**src/rtl/fb_write_sched_if.sv**
```systemverilog
// Host-side command/stream handshake plus the frame RAM write port of fb_write_sched.
// The master drives commands and stream beats; the slave (scheduler) drives the RAM write port.
interface fb_write_sched_if #(
  parameter int COLS_LOG2 = 5,
  parameter int ADDR_W    = 2 * COLS_LOG2,
  parameter int RGB_W     = 3
);
  logic                 cmd_valid;
  logic                 cmd_ready;
  logic [1:0]           cmd_op;
  logic [COLS_LOG2-1:0] cmd_x;
  logic [COLS_LOG2-1:0] cmd_y;
  logic [RGB_W-1:0]     cmd_rgb;

  logic                 pix_valid;
  logic                 pix_ready;
  logic [RGB_W-1:0]     pix_rgb;
  logic                 pix_last;

  logic                 abort;

  logic                 we;
  logic [ADDR_W-1:0]    adr;
  logic [RGB_W-1:0]     rgb;
  logic                 busy;
  logic                 done;

  modport master (
    output cmd_valid, cmd_op, cmd_x, cmd_y, cmd_rgb,
    output pix_valid, pix_rgb, pix_last, abort,
    input  cmd_ready, pix_ready, we, adr, rgb, busy, done
  );

  modport slave (
    input  cmd_valid, cmd_op, cmd_x, cmd_y, cmd_rgb,
    input  pix_valid, pix_rgb, pix_last, abort,
    output cmd_ready, pix_ready, we, adr, rgb, busy, done
  );
endinterface

```
**src/rtl/fb_write_sched.sv**
```systemverilog
// Write-side sequencer for the 32x32 frame RAM: turns PIXEL / FILL / STREAM host commands
// into at most one registered RAM write per clock.
module fb_write_sched #(
  parameter int COLS_LOG2 = 5,
  parameter int ADDR_W    = 2 * COLS_LOG2,
  parameter int RGB_W     = 3
) (
  input  logic              clk,
  input  logic              reset,
  fb_write_sched_if.slave   bus
);

  typedef enum logic [1:0] {
    IDLE   = 2'd0,
    PIXEL  = 2'd1,
    FILL   = 2'd2,
    STREAM = 2'd3
  } state_t;

  localparam logic [1:0]        OP_PIXEL  = 2'b01;
  localparam logic [1:0]        OP_FILL   = 2'b10;
  localparam logic [1:0]        OP_STREAM = 2'b11;
  localparam logic [ADDR_W-1:0] ADR_LAST  = '1;
  localparam logic [ADDR_W-1:0] ADR_ONE   = {{(ADDR_W-1){1'b0}}, 1'b1};

  state_t               state_q, state_d;
  logic [ADDR_W-1:0]    cur_adr_q, cur_adr_d;
  logic [RGB_W-1:0]     col_q, col_d;
  logic                 we_q, we_d;
  logic [ADDR_W-1:0]    adr_q, adr_d;
  logic [RGB_W-1:0]     rgb_q, rgb_d;
  logic                 done_q, done_d;
  logic                 busy_q, busy_d;

  logic [COLS_LOG2-1:0] cmd_x_s;
  logic [COLS_LOG2-1:0] cmd_y_s;
  logic [ADDR_W-1:0]    start_adr;
  logic [ADDR_W-1:0]    next_adr;
  logic                 cmd_acc;
  logic                 pix_acc;

  assign cmd_x_s   = bus.cmd_x;
  assign cmd_y_s   = bus.cmd_y;
  assign start_adr = {cmd_y_s, cmd_x_s};
  assign next_adr  = cur_adr_q + ADR_ONE;

  // The two ready signals are the only outputs decoded combinationally from state.
  assign bus.cmd_ready = (state_q == IDLE);
  assign bus.pix_ready = (state_q == STREAM) && !bus.abort;
  assign cmd_acc       = bus.cmd_valid && bus.cmd_ready;
  assign pix_acc       = bus.pix_valid && bus.pix_ready;

  always_comb begin
    state_d   = state_q;
    cur_adr_d = cur_adr_q;
    col_d     = col_q;
    we_d      = 1'b0;
    done_d    = 1'b0;
    adr_d     = adr_q;
    rgb_d     = rgb_q;

    case (state_q)
      IDLE: begin
        if (cmd_acc) begin
          cur_adr_d = start_adr;
          col_d     = bus.cmd_rgb;
          // PIXEL and FILL register their first write on the accepting edge.
          case (bus.cmd_op)
            OP_PIXEL: begin
              state_d = PIXEL;
              we_d    = 1'b1;
              adr_d   = start_adr;
              rgb_d   = bus.cmd_rgb;
              done_d  = 1'b1;
            end
            OP_FILL: begin
              state_d = FILL;
              we_d    = 1'b1;
              adr_d   = start_adr;
              rgb_d   = bus.cmd_rgb;
              done_d  = (start_adr == ADR_LAST);
            end
            OP_STREAM: begin
              state_d = STREAM;
            end
            default: begin
              state_d = IDLE;
            end
          endcase
        end
      end

      PIXEL: begin
        state_d = IDLE;
      end

      // cur_adr_q is the address on the outputs; stop once the top address has been shown.
      FILL: begin
        if (bus.abort || (cur_adr_q == ADR_LAST)) begin
          state_d = IDLE;
        end else begin
          cur_adr_d = next_adr;
          we_d      = 1'b1;
          adr_d     = next_adr;
          rgb_d     = col_q;
          done_d    = (next_adr == ADR_LAST);
        end
      end

      // cur_adr_q is the address the next accepted beat will write; it wraps freely.
      STREAM: begin
        if (bus.abort) begin
          state_d = IDLE;
        end else if (pix_acc) begin
          cur_adr_d = next_adr;
          we_d      = 1'b1;
          adr_d     = cur_adr_q;
          rgb_d     = bus.pix_rgb;
          done_d    = bus.pix_last;
          if (bus.pix_last) begin
            state_d = IDLE;
          end
        end
      end

      default: begin
        state_d = IDLE;
      end
    endcase

    busy_d = (state_d != IDLE);
  end

  always_ff @(posedge clk or posedge reset) begin
    if (reset) begin
      state_q   <= IDLE;
      cur_adr_q <= '0;
      col_q     <= '0;
      we_q      <= 1'b0;
      adr_q     <= '0;
      rgb_q     <= '0;
      done_q    <= 1'b0;
      busy_q    <= 1'b0;
    end else begin
      state_q   <= state_d;
      cur_adr_q <= cur_adr_d;
      col_q     <= col_d;
      we_q      <= we_d;
      adr_q     <= adr_d;
      rgb_q     <= rgb_d;
      done_q    <= done_d;
      busy_q    <= busy_d;
    end
  end

  assign bus.we   = we_q;
  assign bus.adr  = adr_q;
  assign bus.rgb  = rgb_q;
  assign bus.done = done_q;
  assign bus.busy = busy_q;

endmodule

```
**src/flat_wrapper.sv**
```systemverilog
// flat-port wrapper written by rule: the top's interface ports become plain ports
module fb_write_sched_flat 
#(
  parameter int COLS_LOG2 = 5,
  parameter int ADDR_W    = 2 * COLS_LOG2,
  parameter int RGB_W     = 3
)
  (clk, reset, bus_cmd_valid, bus_cmd_op, bus_cmd_x, bus_cmd_y, bus_cmd_rgb, bus_pix_valid, bus_pix_rgb, bus_pix_last, bus_abort, bus_cmd_ready, bus_pix_ready, bus_we, bus_adr, bus_rgb, bus_busy, bus_done);
  fb_write_sched_if #(.COLS_LOG2(COLS_LOG2), .ADDR_W(ADDR_W), .RGB_W(RGB_W)) bus_i ();
  input  logic clk;
  input  logic reset;
  input wire logic [$bits(bus_i.cmd_valid)-1:0] bus_cmd_valid;
  input wire logic [$bits(bus_i.cmd_op)-1:0] bus_cmd_op;
  input wire logic [$bits(bus_i.cmd_x)-1:0] bus_cmd_x;
  input wire logic [$bits(bus_i.cmd_y)-1:0] bus_cmd_y;
  input wire logic [$bits(bus_i.cmd_rgb)-1:0] bus_cmd_rgb;
  input wire logic [$bits(bus_i.pix_valid)-1:0] bus_pix_valid;
  input wire logic [$bits(bus_i.pix_rgb)-1:0] bus_pix_rgb;
  input wire logic [$bits(bus_i.pix_last)-1:0] bus_pix_last;
  input wire logic [$bits(bus_i.abort)-1:0] bus_abort;
  output wire logic [$bits(bus_i.cmd_ready)-1:0] bus_cmd_ready;
  output wire logic [$bits(bus_i.pix_ready)-1:0] bus_pix_ready;
  output wire logic [$bits(bus_i.we)-1:0] bus_we;
  output wire logic [$bits(bus_i.adr)-1:0] bus_adr;
  output wire logic [$bits(bus_i.rgb)-1:0] bus_rgb;
  output wire logic [$bits(bus_i.busy)-1:0] bus_busy;
  output wire logic [$bits(bus_i.done)-1:0] bus_done;
  assign bus_i.cmd_valid = bus_cmd_valid;
  assign bus_i.cmd_op = bus_cmd_op;
  assign bus_i.cmd_x = bus_cmd_x;
  assign bus_i.cmd_y = bus_cmd_y;
  assign bus_i.cmd_rgb = bus_cmd_rgb;
  assign bus_i.pix_valid = bus_pix_valid;
  assign bus_i.pix_rgb = bus_pix_rgb;
  assign bus_i.pix_last = bus_pix_last;
  assign bus_i.abort = bus_abort;
  assign bus_cmd_ready = bus_i.cmd_ready;
  assign bus_pix_ready = bus_i.pix_ready;
  assign bus_we = bus_i.we;
  assign bus_adr = bus_i.adr;
  assign bus_rgb = bus_i.rgb;
  assign bus_busy = bus_i.busy;
  assign bus_done = bus_i.done;
  fb_write_sched #(.COLS_LOG2(COLS_LOG2), .ADDR_W(ADDR_W), .RGB_W(RGB_W)) u_core (.clk(clk), .reset(reset), .bus(bus_i));
endmodule
```
**config.mk**
```make
export PLATFORM = sky130hd
export DESIGN_NAME = fb_write_sched_flat
export DESIGN_NICKNAME = d
export VERILOG_FILES = /design/src/rtl/fb_write_sched_if.sv /design/src/rtl/fb_write_sched.sv /design/src/flat_wrapper.sv
export SDC_FILE = /design/constraint.sdc
export NUM_CORES = 1
export LEC_CHECK = 0
export ABC_AREA = 1
export CORE_MARGIN = 2
export CORE_UTILIZATION = 53
export CTS_BUF_LIST = sky130_fd_sc_hd__clkbuf_4
export DETAILED_ROUTE_END_ITERATION = 8
export PLACE_DENSITY = 0.83
export SYNTH_ARGS = -nofsm -noshare
export SYNTH_HDL_FRONTEND = slang
export SYNTH_SLANG_ARGS = --single-unit
```
**constraint.sdc**
```tcl
create_clock -name clk -period 1.63 [get_ports clk]
set_input_delay 0.4075 -clock clk [delete_from_list [all_inputs] [get_ports clk]]
set_output_delay 0.4075 -clock clk [all_outputs]
set_load 0.01 [all_outputs]
```
==> results.rst, run 1 <==
.. list-table::
   :header-rows: 1

   * - Metric
     - Value
   * - Die extent in y
     - 65.2 um
   * - Setup repair after global routing missed its margin
     - true
   * - Count of H-tree levels built during CTS
     - 2
   * - Final estimated routing congestion in global placement
     - 0.960
   * - CP max FO
     - 4
   * - Worst-case vdd ir drop
     - 0.742 mV
   * - Total nets after synthesis
     - 319
   * - Area of the core
     - 3630 um^2
   * - Total of buffers placed on input and output ports
     - 41
   * - Clock-pin slew of the registers on the worst-case setup and hold paths
     - 100 ps
   * - CP max stage cell
     - dfrtp_1
   * - Part of the cycle the worst path needs
     - 97.0%
   * - Initial core utilization
     - 54.7%
   * - Transition time of the tightest slew-check pin
     - 386 ps
   * - Via density
     - 5.26
   * - Number of remaining DRC errors
     - 0
   * - Largest cells by area after synthesis
     - dfrtp_1 39%, nand2_1 24%, nand3_1 6.0%, inv_1 4.3%, nand2_2 4.1%
   * - Pin count of the biggest net entering global routing
     - 32
   * - # diodes
     - 0
   * - Maximum clock frequency
     - 0.632 GHz
   * - Avg Inst Size Synth
     - 6.88 um^2
   * - Wire length of the first global-routing pass
     - 8270 um
   * - Aggregate global routing overflow
     - 0
   * - Total vias in the final route
     - 2,099
   * - Net switching share of the total power
     - 41.0%
   * - Start-to-end type of the worst setup path
     - reg2reg
   * - Minimum setup slack among reg-to-reg paths
     - 50 ps
   * - Cell area after layout
     - 2740 um^2
   * - Worst-Skew Late Latency
     - 340 ps
   * - Antenna violations before repair
     - 0
   * - Reg2Reg Capture Point
     - u_core.bus.done
   * - Number of nets in the final layout
     - 380
   * - Total number of placement rows
     - 22
   * - Data arrival, critical path
     - 1870 ps
   * - Status
     - completed
   * - HPWL after detailed placement
     - 3610 um
   * - Max-slew headroom at the worst pin
     - 74.3%
   * - Count of boundary I/O pins
     - 42
   * - Crit path launch type
     - flip-flop
   * - Required time at the worst-slack endpoint
     - 1910 ps
   * - Setup tns final
     - 0 ps
   * - Placed cells
     - 390
   * - Cells along the critical path
     - ha_4 -> nand2_1 -> inv_1 -> nor2_1 -> nand2_1 -> nor2_1 -> nand3_1 -> nor2_1 -> nand2_1 -> nand2_1
   * - Violation count after the first detailed-routing iteration
     - 136
   * - Final Hold Viols
     - 0
   * - Class of the tightest hold or removal check
     - in2async
   * - Biggest cell delay along the critical path
     - 430 ps
   * - Fraction of final layout cells with drive strength greater than 1
     - 18.8%
   * - Cell depth of the worst flop-to-flop path
     - 10
   * - Synth Flop Type
     - dfrtp_1
   * - Number of enable flip-flop cells after synthesis
     - 0
   * - Routed length per instance
     - 13.0 um
   * - Gate power share
     - 44.4%
   * - Cell Pwr Density
     - 1250 nW/um^2
   * - Area after DPL
     - 2570 um^2
   * - Clock tree from TritonCTS
     - yes
   * - Max_cap viols
     - 0
   * - Synthesis warning total
     - 0
   * - Overall Global Routing Usage
     - 25.1%
   * - Share of the synthesized area in the top cell type
     - 39.0%
   * - Finished Core Util
     - 75.3%
   * - Summed instance area of the synthesized netlist
     - 1990 um^2
   * - Setup violation total in the final timing report
     - 0
   * - Start of the worst register-to-register path
     - u_core.cur_adr_q[1]
   * - Count of state elements after synthesis
     - 31
   * - Post-synthesis cell count
     - 289
   * - Final WL
     - 5180 um
   * - Area grow syn2layout
     - 37.7%
   * - Clock root buffer master
     - clkbuf_4
   * - Type of element capturing the critical path
     - flip-flop
   * - Cell type with the highest occurrence count on the critical path
     - nand2_1
   * - Number of antenna-violating nets in the routed design
     - 0
   * - Number of distinct library cells after synthesis
     - 27
   * - Synth async-reset ratio
     - 100%
   * - Die width
     - 65.2 um
   * - Layout filler cell count
     - 295
   * - Overall power
     - 3430 uW
   * - Most frequent standard cell in the layout excluding fill and tap cells
     - nand2_1
   * - Iteration count of the initial detailed-routing pass
     - 5
   * - Min cycle time layout
     - 1580 ps
   * - Sequential share of the synthesized area
     - 39.0%
   * - Leakage
     - 0.00147 uW
   * - Top library cells by usage in the layout, fill and taps aside
     - 126 x nand2_1, 28 x dfrtp_1, 23 x nand3_1
   * - Share of total power in sequential cells
     - 38.2%
   * - Power spent charging and discharging nets
     - 1400 uW
   * - Area of the die
     - 4250 um^2
   * - Maximum buffer depth of the clock tree
     - 2
   * - Internal power of the cells
     - 2020 uW
   * - Number of global-route vias before repair
     - 1,869
   * - Total clock buffers created by CTS
     - 5
   * - Worst setup path startpoint
     - u_core.cur_adr_q[1]
   * - Relative contribution of the clock network to total power
     - 17.4%
   * - Final slew viol count
     - 0
   * - Skew final
     - 11.6 ps
   * - Biggest area consumer among synthesized cells
     - dfrtp_1
   * - Sinks on the clock net
     - 31
   * - Non-filler cells in the finished layout
     - 399
[synthesized netlist by cell type, drive strengths merged (2+ instances only)]
library cell and instances:
o211ai 3, clkbuf 2, nand3 26, ha 6, nand4 3, nor2 18
a21oi 2, o21ai 15, nand2 143, nor3 3, inv 27, buf 6
dfrtp 31
[cell type report]
type	count	area [um^2]	share of cell area [%]
multi-input cells	223	1130	41.2
flip-flops and latches	31	779	28.5
repair buffers	62	588	21.5
inverters	27	104	3.80
well taps	48	60.1	2.20
clock inverters	3	38.8	1.42
clock buffers	5	37.5	1.37
[how the worst max path moves through the flow]
stage | to | cells past startpoint | slack, ps
3_3_place_gp | bus_pix_ready | 3 | -300
4_1_cts | bus_pix_ready | 3 | 0.5
6_report | u_core.bus.done | 10 | 50
2_1_floorplan | u_core.bus.adr[6] | 9 | 150
5_1_grt | u_core.bus.done | 10 | -50
3_5_place_dp | u_core.bus.adr[4] | 10 | -320
[registers in the layout (all words and copies together) (netlist names)]
register          count
u_core.bus.busy       1
u_core.state_q        2
u_core.bus.rgb        3
u_core.cur_adr_q     10
u_core.bus.adr       10
u_core.col_q          3
u_core.bus.we         1
u_core.bus.done       1
[power groups by stage]
stage	sequential, uW	combinational (uW)	clock (uW)
finish	1310	1520	596
global route	1350	1680	640
CTS	1280	1420	601
detailed placement	1300	1510	0
global placement	1290	1480	0
floorplan	1340	778	0
[logic make-up (layout without fill, tap and decap cells)]
group	after synthesis	in the layout	share of synthesized area, %
AO/OA/AOI/OAI	23	23	6.80
XOR/XNOR	1	1	0.441
adder cells (fa/ha/maj)	6	6	3.78
buffers and inverters	35	97	7.74
flip-flops	31	31	39.0
AND/OR/NAND/NOR	193	193	42.2
[routing by layer]
layer | vias up | share of wire [%] | GRT usage, %
li1 | 1026 | - | -
met4 | 0 | 2.3 | 7.55
met2 | 107 | 46 | 40.7
met1 | 945 | 43 | 33.8
met3 | 21 | 8.2 | 5.14
met5 | - | 0 | 0
[critical path: cells and delay by family, from the launching register on]
kind | cells | cell delay (ps)
buf+inv | 1 | 90
flops | 1 | 430
simple gates | 8 | 810
fa+ha+maj | 1 | 200
[per-stage QoR]
| stage | setup slack [ps] | hold slack (ps) |
|---|---|---|
| after floorplan | 145 | 453 |
| after global routing | -52.8 | 482 |
| after global placement | -298 | 465 |
| final | 48.8 | 437 |
| after CTS | 0.503 | 457 |
| after detailed placement | -319 | 469 |
[timing repair]
action                     CTS  global route
hold buffers                 0             0
gates resized for setup     17            30
setup endpoints to repair   15            29
setup buffers                0             1
pin swaps                    0             7
(Power assumes the default switching activity.)
==> inputs of run 2 (changes only) <==
--- a/config.mk
+++ b/config.mk
@@ -5,11 +5,13 @@
 export SDC_FILE = /design/constraint.sdc
 export NUM_CORES = 1
 export LEC_CHECK = 0
-export ABC_AREA = 1
+export ABC_AREA = 0
+export CAP_MARGIN = 20
 export CORE_MARGIN = 2
 export CORE_UTILIZATION = 53
 export CTS_BUF_LIST = sky130_fd_sc_hd__clkbuf_4
 export DETAILED_ROUTE_END_ITERATION = 8
+export GPL_ROUTABILITY_DRIVEN = 0
 export PLACE_DENSITY = 0.83
 export SYNTH_ARGS = -nofsm -noshare
 export SYNTH_HDL_FRONTEND = slang
==> run 2 against run 1 <==
Effect of this change:
- the run now ends with setup timing left
- utilization grew 13 points
- cell count shrank 5.3%
- first-iteration DRC count grew to 3.3 times the previous value
- sequential share of layout area shrank 4.3 points
- via count grew 24%
- cell area grew 17%
- hold slack lost 41 ps
- critical path depth shrank 2
- maximum frequency shrank 25%
- clock-buffer cell count is the same
- register-to-register slack lost 520 ps
==> results.rst, run 2 <==
.. list-table::
   :header-rows: 1

   * - Metric
     - Value
   * - Status
     - complete, but fails checks
   * - Failing checks
     - setup timing
   * - Type of element capturing the critical path
     - flip-flop
   * - Share of total power in sequential cells
     - 29.4%
   * - Placed cells
     - 354
   * - Leakage
     - 0.00156 uW
   * - Min setup slack post-route
     - -473 ps
   * - Aggregate global routing overflow
     - 0
   * - Number of distinct library cells after synthesis
     - 43
   * - Internal power of the cells
     - 2350 uW
   * - Max_cap viols
     - 0
   * - Part of the cycle the worst path needs
     - 129%
   * - Final Hold Viols
     - 0
   * - Skew final
     - 12.6 ps
   * - Total vias in the final route
     - 2,611
   * - Biggest area consumer among synthesized cells
     - dfrtp_1
   * - Routed length per instance
     - 24.4 um
   * - Clock tree from TritonCTS
     - yes
   * - Number of enable flip-flop cells after synthesis
     - 0
   * - Number of global-route vias before repair
     - 2,206
   * - # diodes
     - 0
   * - Most frequent standard cell in the layout excluding fill and tap cells
     - buf_4
   * - Total nets after synthesis
     - 267
   * - Number of antenna-violating nets in the routed design
     - 0
   * - Violation count after the first detailed-routing iteration
     - 450
   * - CP max stage cell
     - dfrtp_1
   * - Worst-Skew Late Latency
     - 360 ps
   * - Min cycle time layout
     - 2100 ps
   * - Count of H-tree levels built during CTS
     - 2
   * - Data arrival, critical path
     - 2340 ps
   * - Count leader, synth
     - dfrtp_1
   * - Count of state elements after synthesis
     - 31
   * - Area of the core
     - 3630 um^2
   * - Largest cells by area after synthesis
     - dfrtp_1 39%, nand2_1 4.9%, nor2_1 4.7%, ha_1 3.8%, a21oi_1 3.5%
   * - Share of the synthesized area in the top cell type
     - 38.9%
   * - Wire length of the first global-routing pass
     - 11,100 um
   * - Number of nets in the final layout
     - 360
   * - Area grow syn2layout
     - 61.2%
   * - Setup repair after global routing missed its margin
     - true
   * - Synthesis warning total
     - 0
   * - Cell Pwr Density
     - 1300 nW/um^2
   * - Crit path launch type
     - flip-flop
   * - Final WL
     - 9210 um
   * - Summed instance area of the synthesized netlist
     - 1990 um^2
   * - Fraction of final layout cells with drive strength greater than 1
     - 32.7%
   * - CP max FO
     - 17
   * - Total of buffers placed on input and output ports
     - 41
   * - HPWL after detailed placement
     - 4020 um
   * - Commonest cells post-synth
     - 31 x dfrtp_1, 26 x nand2_1, 25 x nor2_1, 14 x a21oi_1, 14 x o21ai_0
   * - Relative contribution of the clock network to total power
     - 10.7%
   * - Net switching share of the total power
     - 43.8%
   * - Required time at the worst-slack endpoint
     - 1870 ps
   * - Pin count of the biggest net entering global routing
     - 32
   * - Total number of placement rows
     - 22
   * - Maximum buffer depth of the clock tree
     - 2
   * - Area of the die
     - 4270 um^2
   * - Non-filler cells in the finished layout
     - 378
   * - Iteration count of the initial detailed-routing pass
     - 6
   * - Die width
     - 65.3 um
   * - Max-slew headroom at the worst pin
     - 67.8%
   * - Layout filler cell count
     - 136
   * - Die extent in y
     - 65.3 um
   * - Transition time of the tightest slew-check pin
     - 483 ps
   * - Setup tns final
     - -9510 ps
   * - Via density
     - 6.91
   * - Post-synthesis cell count
     - 237
   * - Synth Flop Type
     - dfrtp_1
   * - Cells along the critical path
     - ha_4 -> buf_6 -> nand4b_1 -> nor4_2 -> or2_4 -> buf_4 -> nand2_1 -> o21ai_0
   * - Power spent charging and discharging nets
     - 1830 uW
   * - Avg Inst Size Synth
     - 8.41 um^2
   * - Start-to-end type of the worst setup path
     - reg2reg
   * - Total clock buffers created by CTS
     - 5
   * - Number of remaining DRC errors
     - 0
   * - Top library cells by usage in the layout, fill and taps aside
     - 56 x buf_4, 30 x dfrtp_1, 23 x nor2_1
   * - Final slew viol count
     - 0
   * - Class of the tightest hold or removal check
     - in2async
   * - Area occupied by multi-input gates
     - 1260 um^2
   * - Antenna violations before repair
     - 0
   * - Initial core utilization
     - 54.9%
   * - Gate power share
     - 59.9%
   * - Synth async-reset ratio
     - 100%
   * - Sinks on the clock net
     - 31
   * - Setup violation total in the final timing report
     - 29
   * - Count of boundary I/O pins
     - 42
   * - Clock root buffer master
     - clkbuf_4
   * - Biggest cell delay along the critical path
     - 430 ps
   * - Flip-flop and latch area
     - 777 um^2
   * - Maximum clock frequency
     - 0.476 GHz
   * - Overall Global Routing Usage
     - 35.2%
   * - Clock-pin slew of the registers on the worst-case setup and hold paths
     - 110 ps
   * - Sequential share of the synthesized area
     - 38.9%
   * - Worst-case vdd ir drop
     - 0.750 mV
[run 2: metrics by stage]
step / hold slack, ps / setup slack [ps] / util, % / cell area, um^2 / power, uW
after floorplan: 445 / -76.5 / - / 2070 / 2220
after global placement: 457 / -579 / 76.5 / 2780 / 3030
after detailed placement: 462 / -656 / 76.5 / 2780 / 3080
after CTS: 418 / -228 / 84.5 / 3070 / 3730
after global routing: 415 / -666 / 88.4 / 3210 / 4310
final: 396 / -473 / 88.4 / 3210 / 4180
[run 2: final timing paths]
kind | startpoint | end | slack [ps] | cells past startpoint
worst max-delay path | u_core.cur_adr_q[0] | u_core.cur_adr_q[1] | -470 | 8
worst min-delay path | reset | u_core.col_q[2] | 400 | 3
worst max register to register | u_core.cur_adr_q[0] | u_core.cur_adr_q[1] | -470 | 8
worst min register to register | u_core.bus.adr[2] | u_core.bus.adr[2] | 490 | 1
max in group asynchronous | reset | u_core.state_q[0] | 1040 | 3
min in group clk | u_core.bus.adr[2] | u_core.bus.adr[2] | 490 | 1
[run 2: layer usage]
metal	vias to the layer above	track usage, %	wire length [um]
li1	1025	-	-
met1	1203	42.7	3300
met2	277	59.7	4090
met3	106	8.90	1020
met4	0	14.1	801
met5	-	0	0
[run 2: worst max-delay path: cells and delay by family, from the launching register on]
family | cells | cell delay, ps
buffers and inverters | 2 | 280
adder cells (fa/ha/maj) | 1 | 220
flip-flops | 1 | 430
AND/OR/NAND/NOR | 4 | 940
AO/OA/AOI/OAI | 1 | 130
[run 2: cells by family after synthesis]
group	share of synthesized area (%)
flops	38.9
xor+xnor	4.83
mux	2.51
buf+inv	7.34
simple gates	21.2
compound gates	21.4
fa+ha+maj	3.77
[run 2: cell type report]
cell class                 instances  share of cell area (%)
multi-input combinational        174                    39.3
timing repair buffer             107                    31.8
sequential                        31                    24.2
tap                               48                    1.87
inverter                          11                    1.36
clock buffer                       5                    1.17
clock inverter                     2                   0.273
[run 2: power groups by stage]
stage                     clock network [uW]  logic, uW  registers (uW)
after floorplan                            0        986            1240
after global placement                     0       1840            1180
after detailed placement                   0       1880            1190
after CTS                                421       2120            1190
after global routing                     474       2590            1250
final                                    448       2500            1230
[run 2: timing repair]
action	4_1_cts	5_1_grt
hold endpoints to repair	0	0
endpoints found under the setup margin	36	37
hold buffers	0	0
pin swaps	8	5
setup buffers	8	8
cloned	2	0
gates resized for setup	53	25
